===== src/rtl/hash_batch_route_node.sv =====
// hash_batch_route_node
//   One node of a daisy-chained batch router. Each incoming batch carries its
//   destination PE index in the head address. Batches for the PEs served by
//   this node go into a per-channel first-word-fall-through FIFO. All other
//   batches are forwarded to the next node, either combinationally
//   (PIPED=0) or through a registered 2-entry skid buffer (PIPED=1).
//
// Ports
//   clk, rst_n                  clock, asynchronous active-low reset
//   i_valid/i_ready             upstream handshake
//   i_head_addr/i_payload/
//   i_delim                     incoming batch (head address, body, job delimiter)
//   o_local_valid/o_local_ready per-channel handshake, channel 0 in the LSBs
//   o_local_head_addr/
//   o_local_payload/
//   o_local_delim               per-channel FIFO head entry, packed with channel 0 in the LSBs
//   o_local_level               per-channel FIFO occupancy, packed
//   o_next_valid/o_next_ready   downstream handshake to the next node
//   o_next_head_addr/
//   o_next_payload/
//   o_next_delim                forwarded batch
module hash_batch_route_node #(
    parameter int ADDR_WIDTH           = 16,
    parameter int JOB_LEN_LOG2         = 4,
    parameter int NUM_JOB_PE_LOG2      = 2,
    parameter int HASH_ISSUE_WIDTH     = 4,
    parameter int META_MATCH_LEN_WIDTH = 6,
    parameter int IDX                  = 0,
    parameter int NUM_LOCAL            = 1,
    parameter int FIFO_DEPTH           = 2,
    parameter int PIPED                = 0,
    parameter int PAYLOAD_W            = HASH_ISSUE_WIDTH*(1+ADDR_WIDTH+META_MATCH_LEN_WIDTH+1),
    parameter int LW                   = $clog2(FIFO_DEPTH+1)
) (
    input  logic                            clk,
    input  logic                            rst_n,
    input  logic                            i_valid,
    output logic                            i_ready,
    input  logic [ADDR_WIDTH-1:0]           i_head_addr,
    input  logic [PAYLOAD_W-1:0]            i_payload,
    input  logic                            i_delim,
    output logic [NUM_LOCAL-1:0]            o_local_valid,
    input  logic [NUM_LOCAL-1:0]            o_local_ready,
    output logic [NUM_LOCAL*ADDR_WIDTH-1:0] o_local_head_addr,
    output logic [NUM_LOCAL*PAYLOAD_W-1:0]  o_local_payload,
    output logic [NUM_LOCAL-1:0]            o_local_delim,
    output logic [NUM_LOCAL*LW-1:0]         o_local_level,
    output logic                            o_next_valid,
    input  logic                            o_next_ready,
    output logic [ADDR_WIDTH-1:0]           o_next_head_addr,
    output logic [PAYLOAD_W-1:0]            o_next_payload,
    output logic                            o_next_delim
);

    localparam int EW         = ADDR_WIDTH + PAYLOAD_W + 1;
    localparam int PW         = (FIFO_DEPTH > 1) ? $clog2(FIFO_DEPTH) : 1;
    localparam int CHW        = (NUM_LOCAL > 1) ? $clog2(NUM_LOCAL) : 1;
    localparam int LOCAL_LOG2 = $clog2(NUM_LOCAL);

    // Pointer advance with wrap at FIFO_DEPTH, which may not be a power of 2.
    function automatic logic [PW-1:0] next_ptr(input logic [PW-1:0] ptr);
        if (32'(ptr) == FIFO_DEPTH - 1) begin
            next_ptr = {PW{1'b0}};
        end else begin
            next_ptr = ptr + {{(PW-1){1'b0}}, 1'b1};
        end
    endfunction

    logic [NUM_JOB_PE_LOG2-1:0] pe_s;
    logic                       local_s;
    logic [CHW-1:0]             ch_s;
    logic [EW-1:0]              in_entry_s;
    logic                       next_ready_s;
    logic                       local_full_s;

    logic [LW-1:0]              level_r  [NUM_LOCAL];
    logic [PW-1:0]              wr_ptr_r [NUM_LOCAL];
    logic [PW-1:0]              rd_ptr_r [NUM_LOCAL];
    logic [EW-1:0]              mem_r    [NUM_LOCAL][FIFO_DEPTH];
    logic [NUM_LOCAL-1:0]       full_s;
    logic [NUM_LOCAL-1:0]       push_s;
    logic [NUM_LOCAL-1:0]       pop_s;

    // Destination decode: PE index, local/forward decision, local channel.
    always_comb begin
        pe_s       = i_head_addr[JOB_LEN_LOG2 +: NUM_JOB_PE_LOG2];
        local_s    = ((32'(pe_s) >> LOCAL_LOG2) == 32'(IDX));
        ch_s       = CHW'(32'(pe_s) & 32'(NUM_LOCAL - 1));
        in_entry_s = {i_head_addr, i_payload, i_delim};
    end

    // Per-channel full, push and pop strobes; full depends only on the level
    // register so i_ready never sees o_local_ready.
    always_comb begin
        full_s       = {NUM_LOCAL{1'b0}};
        push_s       = {NUM_LOCAL{1'b0}};
        pop_s        = {NUM_LOCAL{1'b0}};
        local_full_s = 1'b0;
        for (int c = 0; c < NUM_LOCAL; c++) begin
            full_s[c] = (level_r[c] == LW'(FIFO_DEPTH));
            pop_s[c]  = (level_r[c] != {LW{1'b0}}) && o_local_ready[c];
            if (ch_s == CHW'(c)) begin
                local_full_s = full_s[c];
                push_s[c]    = i_valid && local_s && !full_s[c];
            end else begin
                push_s[c]    = 1'b0;
            end
        end
    end

    // Upstream ready: selected channel's space or the next path's ready.
    always_comb begin
        if (local_s) begin
            i_ready = !local_full_s;
        end else begin
            i_ready = next_ready_s;
        end
    end

    // FIFO pointers and levels.
    always_ff @(posedge clk or negedge rst_n) begin
        if (!rst_n) begin
            for (int c = 0; c < NUM_LOCAL; c++) begin
                level_r[c]  <= {LW{1'b0}};
                wr_ptr_r[c] <= {PW{1'b0}};
                rd_ptr_r[c] <= {PW{1'b0}};
            end
        end else begin
            for (int c = 0; c < NUM_LOCAL; c++) begin
                if (push_s[c]) begin
                    wr_ptr_r[c] <= next_ptr(wr_ptr_r[c]);
                end
                if (pop_s[c]) begin
                    rd_ptr_r[c] <= next_ptr(rd_ptr_r[c]);
                end
                case ({push_s[c], pop_s[c]})
                    2'b10:   level_r[c] <= level_r[c] + {{(LW-1){1'b0}}, 1'b1};
                    2'b01:   level_r[c] <= level_r[c] - {{(LW-1){1'b0}}, 1'b1};
                    default: level_r[c] <= level_r[c];
                endcase
            end
        end
    end

    // FIFO storage; contents are meaningless while the level is zero.
    always_ff @(posedge clk) begin
        for (int c = 0; c < NUM_LOCAL; c++) begin
            if (push_s[c]) begin
                mem_r[c][wr_ptr_r[c]] <= in_entry_s;
            end
        end
    end

    // First-word-fall-through presentation of each FIFO head.
    always_comb begin
        for (int c = 0; c < NUM_LOCAL; c++) begin
            o_local_valid[c] = (level_r[c] != {LW{1'b0}});
            {o_local_head_addr[c*ADDR_WIDTH +: ADDR_WIDTH],
             o_local_payload[c*PAYLOAD_W +: PAYLOAD_W],
             o_local_delim[c]} = mem_r[c][rd_ptr_r[c]];
            o_local_level[c*LW +: LW] = level_r[c];
        end
    end

    if (PIPED != 0) begin : g_skid
        logic [EW-1:0] sk_mem_r [2];
        logic          sk_wr_r;
        logic          sk_rd_r;
        logic [1:0]    sk_cnt_r;
        logic [1:0]    sk_cnt_s;
        logic          sk_rdy_r;
        logic          sk_push_s;
        logic          sk_pop_s;

        // Skid buffer strobes and next occupancy.
        always_comb begin
            sk_push_s = i_valid && !local_s && sk_rdy_r;
            sk_pop_s  = (sk_cnt_r != 2'd0) && o_next_ready;
            case ({sk_push_s, sk_pop_s})
                2'b10:   sk_cnt_s = sk_cnt_r + 2'd1;
                2'b01:   sk_cnt_s = sk_cnt_r - 2'd1;
                default: sk_cnt_s = sk_cnt_r;
            endcase
        end

        // Skid buffer control; ready is registered from the next occupancy.
        always_ff @(posedge clk or negedge rst_n) begin
            if (!rst_n) begin
                sk_cnt_r <= 2'd0;
                sk_wr_r  <= 1'b0;
                sk_rd_r  <= 1'b0;
                sk_rdy_r <= 1'b1;
            end else begin
                sk_cnt_r <= sk_cnt_s;
                sk_rdy_r <= (sk_cnt_s < 2'd2);
                if (sk_push_s) begin
                    sk_wr_r <= ~sk_wr_r;
                end
                if (sk_pop_s) begin
                    sk_rd_r <= ~sk_rd_r;
                end
            end
        end

        // Skid buffer storage.
        always_ff @(posedge clk) begin
            if (sk_push_s) begin
                sk_mem_r[sk_wr_r] <= in_entry_s;
            end
        end

        assign next_ready_s = sk_rdy_r;
        assign o_next_valid = (sk_cnt_r != 2'd0);
        assign {o_next_head_addr, o_next_payload, o_next_delim} = sk_mem_r[sk_rd_r];
    end else begin : g_pass
        assign next_ready_s     = o_next_ready;
        assign o_next_valid     = i_valid && !local_s;
        assign o_next_head_addr = i_head_addr;
        assign o_next_payload   = i_payload;
        assign o_next_delim     = i_delim;
    end

endmodule


===== config.mk =====
export PLATFORM = sky130hd
export DESIGN_NAME = hash_batch_route_node
export DESIGN_NICKNAME = d
export VERILOG_FILES = /design/src/rtl/hash_batch_route_node.sv
export SDC_FILE = /design/constraint.sdc
export NUM_CORES = 1
export LEC_CHECK = 0
export CORE_MARGIN = 4
export CORE_UTILIZATION = 35
export CTS_CLUSTER_SIZE = 28
export DETAILED_ROUTE_END_ITERATION = 7
export DONT_BUFFER_PORTS = 1
export SYNTH_ARGS = -nofsm -noshare
export SYNTH_HDL_FRONTEND = slang
export SYNTH_SLANG_ARGS = --single-unit

===== constraint.sdc =====
create_clock -name clk -period 11.8 [get_ports clk]
set_input_delay 2.95 -clock clk [delete_from_list [all_inputs] [get_ports clk]]
set_output_delay 2.95 -clock clk [all_outputs]
set_load 0.01 [all_outputs]

==> key figures, run 1 <==
Cells and area
  – Final net count: 509
  – Fin area: 0.00969 mm2
  – FF+latch area: 0.00689 mm2
  – Area of the multi-input gates: 0.00163 mm2
  – Layout fillers: 2410
  – Share of cells above drive strength 1: 37.6%
  – Area growth from synthesis to layout: 2.29%
  – Antenna fix cells: 0

Synth
  – Yosys reg bits: 230
  – Synthesized area per cell: 19.5 um2
  – Synthesized instance count: 486
  – Syn nets: 605
  – Ys Warns: 0
  – Library cells used by synthesis: 18
  – Sequential element share of the synthesized area: 72.7%
  – Synthesized area: 0.00947 mm2

Placed design
  – Post-DP HPWL: 10600 um
  – RePlAce Congestion: 0.685
  – Dpl cell area: 0.00897 mm2
  – Port Buffers: 0

CTS
  – Clock Path Buffers: 3
  – Root buf cell: clkbuf_16
  – CTS-repair resized insts: 0
  – Clock Latency Late Sink: 0.51 ns
  – Hold Buf Count CTS: 0
  – CTS H-tree depth: 1
  – Clk sinks: 230
  – CTS tree: built
  – Post-CTS Setup Inserts: 0
  – CTS Buf Count: 24
  – Clk pin slew, worst setup/hold paths: 0.06 ns

Drt
  – Antenna-violating nets left: 0
  – Residual DRC: 0
  – DR vias: 3519
  – Drt pass-1 iters: 4
  – DR iter-0 viols: 128
  – Vias per inst: 4.76
  – WL/cell: 21.4 um
  – Total wire length: 15800 um

Setup path
  – Reg2reg setup slack: 8.59 ns
  – CP peak stage delay: 0.39 ns
  – Critical path type: in -> out
  – Largest delay share family, worst path: multiplexers
  – Type of origin of the critical path: input pin
  – CP Max Fanout: 4
  – CP arrival: 3.53 ns
  – Critical path required time: 8.85 ns
  – Endpoint class of the critical path: output port
  – CP Cell Sequence: nor2_1 -> mux2_2
  – Slowest CP cell: mux2_2
  – Critical R2R Launch: o_local_level[0]
  – Worst Path Buf+Inv: 0
  – Worst flop-to-flop path endpoint: mem_r[0][97]
  – Worst R2R Path Depth: 4

Timing
  – Max Fclk: 154 MHz
  – Worst Tran Pin Value: 1.19 ns
  – Fin. Hold Viols: 0
  – Final period utilization: 54.9%
  – Final hold slack: 0.553 ns
  – Slew Limit Fails: 0
  – Final setup violating endpoints: 0
  – Setup tns final: 0 ns
  – Tmin final: 6.48 ns
  – RSZ-0062 raised after global routing: no
  – Worst Clk Skew: 0.0141 ns
  – Worst slew margin: 20.4%

Worst hold path
  – Hold Crit Class: reg -> reg
  – Min-Delay Startpoint: wr_ptr_r
  – Cells on Worst Hold Path: 1
  – Hold endpoint: wr_ptr_r

Floorplanning
  – Std-Cell Rows: 59
  – Ports: 349
  – Die Area: 0.0298 mm2
  – DIE WIDTH: 172 um
  – Die Ht: 172 um
  – Initial Util: 35.9%
  – Core region area: 0.0264 mm2

Pwr
  – Maximum vdd drop: 0.132 mV
  – Lkg Pwr: 3.22 nW
  – Pwr dens: 221 mW/mm2

GRT
  – Largest net degree at the start of global routing: 84
  – Initial antenna violation count: 0
  – GRT Util Overall: 10.0%
  – Global route overflow: 0
  – Vias in the first global route: 3756
  – First-pass GRT wire length: 22900 um

Flow run
  – Max cap viols: 0

Outcome
  – Status: finished clean
==> sequential cells by signal, summed over array words and instances (netlist names) <==
register and count:
rd_ptr_r 1, wr_ptr_r 1, mem_r 226, o_local_level 2
==> logic make-up after synthesis <==
group                    count (synthesis)  share of synthesized area, %
XOR/XNOR                                 5                         0.462
adder cells (fa/ha/maj)                  1                         0.132
buffers and inverters                  127                          10.3
flip-flops                             230                          72.7
multiplexers                           114                          15.9
AND/OR/NAND/NOR                          9                         0.502
==> cell usage in the layout, fill, tap and decap left out, drive strengths merged <==
cell / instances
nor2: 4
mux2: 114
clkinv: 6
buf: 4
nand3: 1
dfrtp: 4
xnor2: 3
nand2b: 1
edfxtp: 226
ha: 1
and2: 1
nor2b: 1
inv: 2
or2: 1
clkbuf: 32
bufinv: 1
xor2: 2
==> layer usage <==
metal	vias up	GRT usage (%)	share of wire, %	wire [um]
li1	1510	-	-	-
met1	1758	10.5	34	5380
met2	211	18.0	53	8330
met3	40	4.09	10	1600
met4	0	3.59	3.2	512
met5	-	0	0	0
==> report_power, final <==
part           internal, W  switching, W  total, W  leakage, nW
logic             0.000215      0.000224  0.000439        0.774
registers         0.000965     0.0000543   0.00102         2.09
clock network     0.000406      0.000280  0.000686        0.349
==> metrics by stage <==
stage                     setup WS [ns]  util, %  power [W]  cells
after global routing               5.27     36.8    0.00225    739
after global placement             5.33     34.0    0.00148    699
final                              5.32     36.8    0.00214    739
after CTS                          5.32     36.8    0.00219    739
after detailed placement           5.32     34.0    0.00150    699
after floorplan                    3.20        -    0.00148    486
==> layout make-up <==
type	instances	share of cell area (%)
flip-flops and latches	230	71.1
multi-input cells	129	16.8
clock buffers	32	6.73
well taps	335	4.33
clock inverters	8	0.659
repair buffers	4	0.310
inverters	1	0.0387
==> synthesized netlist by cell type <==
library cell | count | area share (%)
nand2b_1 | 1 | 0.066
inv_1 | 1 | 0.040
buf_8 | 1 | 0.16
xnor2_1 | 3 | 0.28
dfrtp_1 | 4 | 1.1
buf_2 | 5 | 0.26
xor2_1 | 2 | 0.18
buf_4 | 113 | 9.0
nor2_1 | 4 | 0.16
ha_1 | 1 | 0.13
nand3_1 | 1 | 0.053
and2_4 | 1 | 0.092
buf_6 | 7 | 0.83
nor2b_1 | 1 | 0.066
mux2_4 | 60 | 9.5
edfxtp_1 | 226 | 72
mux2_2 | 54 | 6.4
or2_2 | 1 | 0.066
==> how the worst max path moves through the flow <==
| stage | from | to | slack, ns | cells after the start |
|---|---|---|---|---|
| after detailed placement | i_head_addr[5] | i_ready | 5.32 | 2 |
| after global placement | i_head_addr[5] | i_ready | 5.33 | 2 |
| after floorplan | i_head_addr[5] | mem_r[0][0] | 3.20 | 3 |
| after global routing | i_head_addr[5] | i_ready | 5.27 | 2 |
| final | i_head_addr[5] | i_ready | 5.32 | 2 |
| after CTS | i_head_addr[5] | i_ready | 5.32 | 2 |
(Power assumes the default switching activity.)
==> inputs of run 2 (changes only) <==
Clock period 11.8 ns to 5.45 ns, I/O delays scaled along.
==> run 2 against run 1 <==
Net effect:
- non-clock buffer count unchanged
- clock power up 120%
- critical path depth unchanged
- critical endpoint is now o_local_payload[93]
- largest power group unchanged
==> key figures, run 2 (synthesized netlist as in run 1, its figures left out) <==
Cells and area
  – FF+latch area: 0.00689 mm2 (unchanged)
  – Area of the multi-input gates: 0.00163 mm2 (unchanged)
  – Share of cells above drive strength 1: 36.9% (-0.68 points)
  – Fin area: 0.00971 mm2 (+0.27%)
  – Final instance count without filler cells: 741 (+0.27%)
  – Max FFs per register: 226 (unchanged)
  – Area growth from synthesis to layout: 2.56%
  – Commonest non-fill, non-tap cell in the layout: edfxtp_1
  – Layout fillers: 2390 (-0.83%)
  – Most frequent cells in the layout: edfxtp_1, mux2_4, mux2_2, clkbuf_16, clkbuf_1
  – Final net count: 509 (unchanged)
  – Antenna fix cells: 0 (unchanged)

Placed design
  – RePlAce Congestion: 0.689 (+0.63%)
  – Port Buffers: 0 (unchanged)
  – Dpl cells: 699 (unchanged)
  – Dpl cell area: 0.00900 mm2 (+0.28%)
  – Post-DP HPWL: 10400 um (-2.3%)

Worst hold path
  – Hold endpoint: wr_ptr_r
  – Min-Delay Startpoint: wr_ptr_r
  – Cells on Worst Hold Path: 1 (unchanged)
  – Hold Crit Class: reg -> reg

Floorplanning
  – Initial Util: 35.9% (unchanged)
  – Die Ht: 172 um (unchanged)
  – Die Area: 0.0298 mm2 (unchanged)
  – Ports: 349 (unchanged)
  – Core region area: 0.0264 mm2 (unchanged)
  – Std-Cell Rows: 59 (unchanged)
  – DIE WIDTH: 172 um (unchanged)

Setup path
  – Critical path required time: 4.09 ns (-4.76 ns)
  – Crit path launch: rd_ptr_r
  – Type of origin of the critical path: flop
  – Reg2reg setup slack: 3.26 ns (-5.33 ns)
  – Endpoint class of the critical path: output port
  – Critical R2R Launch: o_local_level[0]
  – CP Max Fanout: 58 (+54)
  – Worst flop-to-flop path endpoint: mem_r[0][73]
  – CP arrival: 2.41 ns (-1.12 ns)
  – Worst R2R Path Depth: 4 (unchanged)
  – Critical path type: reg -> out

Pwr
  – PnR Total Power: 0.00465 W (+120%)
  – Maximum vdd drop: 0.268 mV (+100%)
  – Lkg Pwr: 3.22 nW (about the same)
  – Pwr dens: 479 mW/mm2 (+120%)

GRT
  – GRT Util Overall: 9.88% (-0.13 points)
  – Global route overflow: 0 (unchanged)
  – First-pass GRT wire length: 22700 um (-1.1%)
  – Vias in the first global route: 3712 (-1.2%)
  – Largest net degree at the start of global routing: 114 (+36%)
  – Initial antenna violation count: 0 (unchanged)

Timing
  – Final period utilization: 69.3%
  – Fin. Hold Viols: 0 (unchanged)
  – Worst Clk Skew: 0.00613 ns (-0.00798 ns)
  – Setup tns final: 0 ns (unchanged)
  – Worst slew margin: 39.4% (+19 points)
  – Worst Tran Pin Value: 0.908 ns (-0.285 ns)
  – Slew Limit Fails: 0 (unchanged)
  – RSZ-0062 raised after global routing: no
  – Tmin final: 3.77 ns
  – Max Fclk: 265 MHz
  – Final hold slack: 0.544 ns (-0.00917 ns)
  – Final setup violating endpoints: 0 (unchanged)

CTS
  – CTS-repair resized insts: 0 (unchanged)
  – Clk pin slew, worst setup/hold paths: 0.06 ns (about the same)
  – CTS Buf Count: 24 (unchanged)
  – Clock Path Buffers: 3 (unchanged)
  – Clk sinks: 230 (unchanged)
  – Root buf cell: clkbuf_16
  – Clock Latency Late Sink: 0.50 ns (about the same)
  – CTS tree: built
  – CTS H-tree depth: 1 (unchanged)
  – Post-CTS Setup Inserts: 0 (unchanged)
  – Hold Buf Count CTS: 0 (unchanged)

Drt
  – Vias per inst: 4.72 (-0.81%)
  – Metal3 WL: 1630 um (+1.9%)
  – Residual DRC: 0 (unchanged)
  – Antenna-violating nets left: 0 (unchanged)
  – Highest metal layer with signal wires: met4
  – Total wire length: 15800 um (+0.17%)
  – Met2 WL: 8200 um (-1.5%)
  – DR vias: 3500 (-0.54%)
  – Met1 wire length: 5420 um (+0.76%)
  – DR iter-0 viols: 121 (-5.5%)
  – Drt pass-1 iters: 4 (unchanged)
  – WL/cell: 21.4 um (about the same)

Flow run
  – Max cap viols: 0 (unchanged)

Outcome
  – Status: finished clean
## run 2: cell types whose count changed in the layout (fill, tap and decap cells not counted), sizes merged
cell and delta:
clkinv -4, inv -1, clkbuf +7
## run 2: layout make-up
class / instances / area share, %
clock buffers: 39 / 6.98
clock inverters: 3 / 0.399
inverters: 1 / 0.0386
multi-input cells: 129 / 16.8
flip-flops and latches: 230 / 70.9
well taps: 335 / 4.32
repair buffers: 4 / 0.567
## run 2: how the worst max path moves through the flow
stage,depth (start not counted),endpoint,slack [ns]
final,2,o_local_payload[93],1.68
after detailed placement,2,o_local_payload[93],2.12
after CTS,2,o_local_payload[93],1.57
after global routing,2,o_local_payload[93],1.52
after global placement,2,i_ready,2.13
after floorplan,3,mem_r[0][0],-1.57
## run 2: metal layers
| metal | track usage [%] | up-vias |
|---|---|---|
| met5 | 0 | - |
| met3 | 4.48 | 35 |
| met2 | 17.6 | 203 |
| met1 | 10.1 | 1756 |
| met4 | 3.79 | 0 |
| li1 | - | 1506 |
## run 2: where the power goes
part / internal [W] / switching, W / leakage (nW) / total (W)
logic: 0.000470 / 0.000462 / 0.781 / 0.000933
registers: 0.00209 / 0.000140 / 2.09 / 0.00223
clock network: 0.000890 / 0.000603 / 0.344 / 0.00149
## run 2: stage by stage
stage / utilization, % / setup slack [ns]
after floorplan: - / -1.57
after global placement: 34.1 / 2.13
after detailed placement: 34.1 / 2.12
after CTS: 36.9 / 1.57
after global routing: 36.9 / 1.52
final: 36.9 / 1.68
## run 2: worst max-delay path, stage by stage, from the launching register on
cell     delay (ns)
dfrtp_4        0.99
buf_12         0.42
mux2_2         0.42
==> inputs of run 3 (changes only) <==
Clock period 5.45 ns to 3.2 ns, I/O delays scaled along.
==> run 3 against run 2 <==
Net effect:
- global-route usage increased by 0.080 points
- flip-flop and latch count is the same
- register-to-register slack got worse by 2.0 ns
- sequential share of layout area decreased by 0.90 points
- first-iteration DRC count grew 47%
- sequential power increased by 65%
- clock-buffer cell count down 13
- power is 75% higher
- cell count up 0.13%
- utilization is 0.47 points higher
- die area unchanged
- critical endpoint is now o_local_payload[7]
- largest cell class unchanged
- highest routed layer unchanged
==> key figures, run 3 (synthesized netlist as in run 1, its figures left out) <==
Floorplanning
  – Die Ht: 172 um (unchanged)
  – Core region area: 0.0264 mm2 (unchanged)
  – Die Area: 0.0298 mm2 (unchanged)
  – Ports: 349 (unchanged)
  – Std-Cell Rows: 59 (unchanged)
  – DIE WIDTH: 172 um (unchanged)
  – Initial Util: 35.9% (unchanged)

Timing
  – Setup tns final: 0 ns (unchanged)
  – Fin. Hold Viols: 0 (unchanged)
  – Worst Clk Skew: 0.0155 ns (+0.00933 ns)
  – RSZ-0062 raised after global routing: no
  – Slew Limit Fails: 0 (unchanged)
  – Worst Tran Pin Value: 0.658 ns (-0.251 ns)
  – Final period utilization: 84.4%
  – Final setup violating endpoints: 0 (unchanged)
  – Tmin final: 2.70 ns
  – Worst slew margin: 56.1% (+17 points)
  – Max Fclk: 370 MHz

Cells and area
  – Antenna fix cells: 0 (unchanged)
  – Max FFs per register: 226 (unchanged)
  – Commonest non-fill, non-tap cell in the layout: edfxtp_1
  – Most frequent cells in the layout: edfxtp_1, mux2_4, mux2_2, clkbuf_16, clkinv_1
  – Share of cells above drive strength 1: 39.1% (+2.1 points)
  – Final Core Density: 37.3% (+0.47 points)
  – Final net count: 510 (+0.20%)
  – Area growth from synthesis to layout: 3.88%

Setup path
  – Type of origin of the critical path: flop
  – Critical path required time: 2.40 ns (-1.69 ns)
  – CP Max Fanout: 51 (-12%)
  – Endpoint class of the critical path: output port
  – Critical path type: reg -> out
  – CP Cell Sequence: buf_12 -> mux2_2
  – CP arrival: 1.90 ns (-0.51 ns)
  – CP peak stage delay: 0.55 ns (-0.44 ns)
  – Slowest CP cell: dfrtp_4

Pwr
  – PnR Total Power: 0.00813 W (+75%)
  – Maximum vdd drop: 0.487 mV (+82%)
  – Lkg Pwr: 3.27 nW (+1.7%)
  – Pwr dens: 826 mW/mm2 (+72%)

Drt
  – DR vias: 3504 (+0.11%)
  – Vias per inst: 4.72 (about the same)
  – DR iter-0 viols: 178 (+47%)
  – WL/cell: 21.4 um (about the same)
  – Total wire length: 15900 um (about the same)
  – Drt pass-1 iters: 4 (unchanged)
  – Antenna-violating nets left: 0 (unchanged)
  – Residual DRC: 0 (unchanged)

Placed design
  – RePlAce Congestion: 0.729 (+5.9%)
  – Port Buffers: 0 (unchanged)
  – Post-DP HPWL: 10500 um (+1.3%)

GRT
  – Global route overflow: 0 (unchanged)
  – Vias in the first global route: 3707 (-0.13%)
  – Largest net degree at the start of global routing: 114 (unchanged)
  – First-pass GRT wire length: 22500 um (-0.64%)
  – GRT Util Overall: 9.96% (+0.080 points)
  – Initial antenna violation count: 0 (unchanged)

CTS
  – Root buf cell: clkbuf_16
  – Clock Path Buffers: 3 (unchanged)
  – Clock Latency Late Sink: 0.51 ns (about the same)
  – Clk pin slew, worst setup/hold paths: 0.06 ns (about the same)
  – Clk sinks: 230 (unchanged)
  – CTS tree: built
  – Post-CTS Setup Inserts: 0 (unchanged)
  – CTS H-tree depth: 1 (unchanged)
  – CTS Buf Count: 24 (unchanged)

Worst hold path
  – Hold Crit Class: in -> reg

Outcome
  – Status: finished clean

Flow run
  – Max cap viols: 0 (unchanged)
[run 3: changes by cell type in the layout (fill, tap and decap cells not counted)]
cell           before  now
nor2_4              2    3
clkinv_4            0    3
nand3_1             1    0
clkinv_1            1    7
clkbuf_1           14    1
clkinv_2            1    3
dlygate4sd3_1       0    1
buf_4               2    0
nor2_1              2    1
bufinv_16           1    3
buf_12              2    4
nand3_4             0    1
[run 3: per-layer routing]
| metal | vias up | global-route usage (%) | wire length, um |
|---|---|---|---|
| li1 | 1510 | - | - |
| met4 | 0 | 4.34 | 710 |
| met1 | 1722 | 10.2 | 5210 |
| met5 | - | 0 | 0 |
| met2 | 232 | 17.1 | 8020 |
| met3 | 40 | 4.92 | 1910 |
[run 3: cell type report]
| class | instances | area (um2) |
|---|---|---|
| fill | 2355 | 16500 |
| sequential | 230 | 6890 |
| multi-input combinational | 129 | 1650 |
| clock buffer | 26 | 629 |
| tap | 335 | 419 |
| clock inverter | 16 | 158 |
| timing repair buffer | 5 | 90.1 |
| inverter | 1 | 3.75 |
[run 3: timing repair]
item | in CTS | in global routing
hold endpoints to repair | 4 | 0
gates resized for setup | 0 | 0
hold buffers | 1 | 0
[run 3: where the power goes]
part | leakage [nW] | total [W] | internal, W | switching (W)
Clock | 0.387 | 0.00273 | 0.00165 | 0.00107
Sequential | 2.09 | 0.00367 | 0.00356 | 0.000113
Combinational | 0.794 | 0.00173 | 0.000821 | 0.000905
[run 3: worst max-delay path, delay by kind of cell (launching register included)]
family | cells | cell delay [ns]
buffers and inverters | 1 | 0.33
multiplexers | 1 | 0.43
flip-flops | 1 | 0.55
[run 3: final timing paths]
kind	slack (ns)	to	cells past startpoint	startpoint
worst max-delay path	0.50	o_local_payload[7]	2	rd_ptr_r
worst min-delay path	0.38	mem_r[0][169]	0	i_payload[55]
worst max register to register	1.22	mem_r[0][174]	4	o_local_level[0]
worst min register to register	0.58	wr_ptr_r	1	wr_ptr_r
max in group asynchronous	2.45	rd_ptr_r	1	rst_n
min in group asynchronous	0.56	rd_ptr_r	1	rst_n
[run 3: per-stage QoR]
step	instance area (um2)	hold slack (ns)	setup WS, ns	instances
floorplan	9510	0.504	0.0243	486
global placement	9040	0.505	1.07	699
detailed placement	9040	0.505	0.999	699
CTS	9840	0.340	0.471	742
global route	9840	0.344	0.431	742
finish	9840	0.377	0.500	742
